--- src/rtl/pixel_writer.sv ---
// pixel_writer: packs 8-bit pixels four to a 32-bit word, buffers the words in
// a small FIFO and writes them into the SDRAM frame buffer in bursts, one
// mux grant per burst, wrapping the word address at the end of the frame.
module pixel_writer #(
  parameter logic [21:0] BASE_ADDR   = 22'd0,
  parameter int          FRAME_WORDS = 96000,
  parameter int          BURST_WORDS = 8,
  parameter int          FIFO_WORDS  = 16,
  parameter logic [1:0]  CMD_NOP     = 2'b00,
  parameter logic [1:0]  CMD_WRITE   = 2'b01
) (
  input  logic        i_Clk,
  input  logic        i_Rst_n,
  input  logic [7:0]  i_Pixel,
  input  logic        i_Pixel_Valid,
  output logic        o_Pixel_Ready,
  input  logic        i_Frame_Start,
  input  logic        i_SDRAM_Grant,
  input  logic        i_Data_Write_Done,
  output logic        o_SDRAM_Request,
  output logic [1:0]  o_Command,
  output logic [21:0] o_Data_Address,
  output logic [31:0] o_Data_Write,
  output logic        o_Frame_Done
);

  localparam int PW = $clog2(FIFO_WORDS);
  localparam int CW = $clog2(FIFO_WORDS + 1);
  localparam int BW = $clog2(BURST_WORDS + 1);
  localparam logic [21:0] LAST_ADDR = BASE_ADDR + 22'(FRAME_WORDS - 1);

  typedef enum logic [1:0] {IDLE, REQ, WRITE, GAP} state_t;

  state_t          state, state_nxt;
  logic [3:0][7:0] lane_q;
  logic [3:0][7:0] push_word;
  logic [1:0]      lane;
  logic [31:0]     fifo_mem [FIFO_WORDS];
  logic [PW-1:0]   wr_ptr, rd_ptr;
  logic [CW-1:0]   count;
  logic [21:0]     addr;
  logic [BW-1:0]   burst_cnt;
  logic            start_pending;
  logic            last_word;

  logic accept, push, pop, fifo_empty, fifo_full, burst_ready, burst_done;
  logic apply_start;

  assign fifo_empty    = (count == '0);
  assign fifo_full     = (count == CW'(FIFO_WORDS));
  assign burst_ready   = (count >= CW'(BURST_WORDS));
  assign burst_done    = (burst_cnt == BW'(BURST_WORDS));
  assign o_Pixel_Ready = !fifo_full && !start_pending;
  assign accept        = i_Pixel_Valid && o_Pixel_Ready;
  assign push          = accept && (lane == 2'd3);
  assign pop           = (state == WRITE) && i_Data_Write_Done;
  assign apply_start   = (state == IDLE) && start_pending && fifo_empty;

  // Word being pushed: three stored lanes plus the incoming pixel in lane 3.
  always_comb begin
    push_word    = lane_q;
    push_word[3] = i_Pixel;
  end

  // Pixel lane storage and FIFO memory carry no reset; lane/pointers qualify them.
  always_ff @(posedge i_Clk) begin
    if (accept && lane != 2'd3) lane_q[lane] <= i_Pixel;
    if (push) fifo_mem[wr_ptr] <= push_word;
  end

  // State register.
  always_ff @(posedge i_Clk) begin
    if (!i_Rst_n) state <= IDLE;
    else          state <= state_nxt;
  end

  // Next-state logic. A pending frame start with a partly filled FIFO forces a
  // short flush burst so the buffered words drain before the restart; a burst
  // also ends early if the FIFO runs dry (only possible during such a flush).
  always_comb begin
    state_nxt = state;
    case (state)
      IDLE:  if (burst_ready || (start_pending && !fifo_empty)) state_nxt = REQ;
      REQ:   if (i_SDRAM_Grant) state_nxt = WRITE;
      WRITE: if (i_Data_Write_Done) state_nxt = GAP;
             else if (!i_SDRAM_Grant) state_nxt = REQ;
      GAP:   state_nxt = (burst_done || fifo_empty) ? IDLE : WRITE;
      default: state_nxt = IDLE;
    endcase
  end

  // Moore outputs, all decoded from registered state.
  always_comb begin
    o_SDRAM_Request = 1'b0;
    o_Command       = CMD_NOP;
    o_Data_Address  = '0;
    o_Data_Write    = '0;
    o_Frame_Done    = 1'b0;
    case (state)
      REQ:   o_SDRAM_Request = 1'b1;
      WRITE: begin
        o_SDRAM_Request = 1'b1;
        o_Command       = CMD_WRITE;
        o_Data_Address  = addr;
        o_Data_Write    = fifo_mem[rd_ptr];
      end
      GAP: begin
        o_SDRAM_Request = 1'b1;
        o_Frame_Done    = last_word;
      end
      default: ;
    endcase
  end

  // Datapath: lane counter, FIFO pointers/count, address, burst count, frame start.
  always_ff @(posedge i_Clk) begin
    if (!i_Rst_n) begin
      lane          <= '0;
      wr_ptr        <= '0;
      rd_ptr        <= '0;
      count         <= '0;
      addr          <= BASE_ADDR;
      burst_cnt     <= '0;
      start_pending <= 1'b0;
      last_word     <= 1'b0;
    end else begin
      if (accept) lane <= lane + 2'd1;
      if (push)   wr_ptr <= wr_ptr + PW'(1);
      case ({push, pop})
        2'b10:   count <= count + CW'(1);
        2'b01:   count <= count - CW'(1);
        default: ;
      endcase
      if (state == REQ && i_SDRAM_Grant) burst_cnt <= '0;
      if (pop) begin
        rd_ptr    <= rd_ptr + PW'(1);
        addr      <= (addr == LAST_ADDR) ? BASE_ADDR : addr + 22'd1;
        burst_cnt <= burst_cnt + BW'(1);
        last_word <= (addr == LAST_ADDR);
      end
      if (apply_start) begin
        addr          <= BASE_ADDR;
        lane          <= '0;
        start_pending <= 1'b0;
      end
      // A new pulse wins over a same-cycle apply so it is never lost.
      if (i_Frame_Start) start_pending <= 1'b1;
    end
  end

endmodule

--- config.mk ---
export PLATFORM = sky130hd
export DESIGN_NAME = pixel_writer
export DESIGN_NICKNAME = d
export VERILOG_FILES = /design/src/rtl/pixel_writer.sv
export SDC_FILE = /design/constraint.sdc
export NUM_CORES = 1
export LEC_CHECK = 0
export CORE_ASPECT_RATIO = 1.4
export CORE_UTILIZATION = 40
export CTS_CLUSTER_SIZE = 24
export DETAILED_ROUTE_END_ITERATION = 16
export HOLD_SLACK_MARGIN = 0.05
export PLACE_DENSITY_LB_ADDON = 0.3
export SYNTH_ARGS = -nofsm -noshare
export SYNTH_HDL_FRONTEND = slang
export SYNTH_SLANG_ARGS = --single-unit
export TNS_END_PERCENT = 30
--- constraint.sdc ---
create_clock -name i_Clk -period 3.35 [get_ports i_Clk]
set_input_delay 0.5025 -clock i_Clk [delete_from_list [all_inputs] [get_ports i_Clk]]
set_output_delay 0.5025 -clock i_Clk [all_outputs]
set_load 0.005 [all_outputs]
==> results_dict.tcl <==
set metrics [dict create \
    status "complete, no violations" \
    ys.warnings.count 0 \
    die_w_um 205 \
    worstReg2RegStart "lane[1]$_SDFFE_PP0P_" \
    power_frac_comb 0.035 \
    hp-class "flop to flop" \
    p_leak_nw 8.45 \
    fin_crit_ns 3.26 \
    layout.nets 1392 \
    grt_pass1_wl_mm 77.2 \
    fmax_ghz 0.307 \
    drtIter0Drc 893 \
    synth_edf_count 536 \
    setup_viol 0 \
    dp_hpwl_mm 27.5 \
    placed_cell_area_sq_mm 0.0253 \
    path_class "flop to output port" \
    synthArstFlopShare 0 \
    grt_max_degree 39 \
    irDropWorstVdd_mv 0.361 \
    cts_tree "yes" \
    h-tree-depth 2 \
    cp.arrival_ns 2.76 \
    start_util 0.403 \
    synth_area_per_cell_sq_um 18.8 \
    globalplace.congestion 0.771 \
    syn_inst 1230 \
    p_sw_mw 3.01 \
    antenna_cells 0 \
    cp-start-kind "flop" \
    cts-root-buf "clkbuf_16" \
    io_pins 73 \
    grt.total_usage 0.179 \
    power_frac_clock 0.423 \
    die_h_um 287 \
    synth_cell_types 65 \
    yosysTopAreaCellShare 0.695 \
    relSlewSlack 0.311 \
    crit_path_end_kind "output port" \
    viasPerCell 5.56 \
    fin_area_sq_mm 0.0274 \
    ys_seq_area_frac 0.738 \
    syn-cell-area_sq_mm 0.0231 \
    drive_above_1_share 0.218 \
    p_int_mw 11.9 \
    slew_violations 0 \
    wl_per_cell_um 24.4 \
    cts.sinks 585 \
    seq_power_share 0.541 \
    dr.pass1.iters 4 \
    setup_tns_ns 0 \
    port_buffers 71 \
    grt_pass1_vias 12300 \
    fin_crit_sh 0.973 \
    post-route-util 0.478 \
    crit_required_ns 2.85 \
    finalClockSkew_ns 0.0182 \
    finalHoldViolCount 0 \
    area.growth.synth_to_final_pct 18.4 \
    synth_nets 1260 \
    num_vias 11900 \
    coreArea_sq_mm 0.0574 \
    clock_latency_ns 0.58 \
    ys_ff_latch 585 \
    die-area_sq_mm 0.0588 \
    yosys-top-cells-area "edfxtp_1, mux4_2, dfxtp_1" \
    synthTopCellsByCount "edfxtp_1, mux4_2, mux2i_1" \
    power_density_mw_per_mm2 544 \
    clk_pin_slew_ns 0.06 \
    synth.largest_area_cell "edfxtp_1" \
    clk_path_buf_depth 3 \
    fp-row-count 104 \
    drc 0 \
    max_cap_viol_count 0 \
    min_from "burst_cnt[3]$_SDFFE_PN0P_" \
    synth_ff_type "edfxtp_1" \
    setup_slack_ns 0.0920 \
    cts_buffers 54 \
    wirelength_mm 52.3 \
    p_sw_frac 0.202 \
    drtAntennaViolNets 0 \
    grt_overflow 0 \
    antenna_found_initial 1 \
    pre_cts_ws_ns 0.229 \
    yosysMostFrequentCell "edfxtp_1" \
    path_max_fanout 17 \
    timing_worst_slew_pin_value_ns 1.03 \
]
area by class of cell:
type | instances | area, sq um
Fill cell | 4687 | 30000
Sequential cell | 585 | 17100
Tap cell | 742 | 928
Timing Repair Buffer | 146 | 1730
Multi-Input combinational cell | 562 | 5810
Clock buffer | 68 | 1470
Inverter | 13 | 48.8
Clock inverter | 32 | 345
layout by cell type, fill, tap and decap left out, types with 14 or more instances in the layout:
master             n
clkdlybuf4s50_1   69
a21oi_1           21
mux4_2           104
nand2_1           31
dfxtp_1           46
ha_1              16
o21ai_0           14
and2_1            22
mux2i_1           64
nor2b_1           16
o22ai_1           30
buf_12            26
clkbuf_16         59
nor2_1            30
edfxtp_1         536
buf_4             38
critical path, stage by stage (launching register included):
cell	delay, ns
dfxtp_4	0.37
buf_12	0.13
buf_12	0.17
buf_12	0.16
mux4_2	0.51
mux2i_1	0.19
o32ai_2	0.15
clkdlybuf4s50_1	0.48
registers in the layout, summed over array words and instances, names as in the netlist, named ones only:
register and count:
start_pending 1, burst_cnt 4, addr 22, last_word 1, lane 2, wr_ptr 4
lane_q 24, fifo_mem 512, state 2, rd_ptr 4, count 5
power by group through the flow:
stage / registers (mW) / clock network, mW / logic [mW]
final: 8.07 / 6.31 / 0.528
after global routing: 8.08 / 6.67 / 0.571
after CTS: 8.07 / 6.40 / 0.517
after floorplan: 8.20 / 0 / 0.292
after detailed placement: 8.24 / 0 / 0.501
after global placement: 8.23 / 0 / 0.496
through the flow:
step	hold slack, ns	total power, mW	cells
after floorplan	0.423	8.49	1230
after global placement	0.437	8.72	2031
after detailed placement	0.452	8.74	2031
after CTS	0.461	15.0	2136
after global routing	0.490	15.3	2148
final	0.457	14.9	2148
per-layer routing:
layer / global-route usage / share of wire / routed length (um) / up-vias
li1: - / - / - / 5276
met1: 0.231 / 0.40 / 21100 / 6251
met2: 0.312 / 0.52 / 27100 / 332
met3: 0.0278 / 0.058 / 3030 / 82
met4: 0.0500 / 0.022 / 1140 / 2
met5: 0 / 0.00015 / 8 / -
cell families (layout without fill, tap and decap cells):
logic type               after synthesis  after routing  share of synthesized area
buffers and inverters                 83            259                     0.0152
multiplexers                         187            187                      0.138
AO/OA/AOI/OAI                        139            139                     0.0433
AND/OR/NAND/NOR                      200            200                     0.0496
other                                  1              1                   0.000162
flip-flops                           585            585                      0.738
adder cells (fa/ha/maj)               16             16                    0.00865
XOR/XNOR                              19             19                    0.00719
path summary, 6_finish.rpt:
kind	to	slack, ns	depth (start not counted)
worst max register to register	count[4]$_SDFFE_PN0P_	0.56	10
worst min register to register	burst_cnt[3]$_SDFFE_PN0P_	0.46	1
worst max-delay path	o_Data_Write[5]	0.09	7
worst min-delay path	burst_cnt[3]$_SDFFE_PN0P_	0.46	1
what timing repair did:
action / CTS / global route
endpoints found under the hold margin: 0 / 0
setup endpoints to repair: 32 / 19
gates resized for setup: 9 / 5
hold buffers: 0 / 0
setup buffers: 5 / 10
gates cloned: 0 / 2
Power figures use the tool's default switching activity.
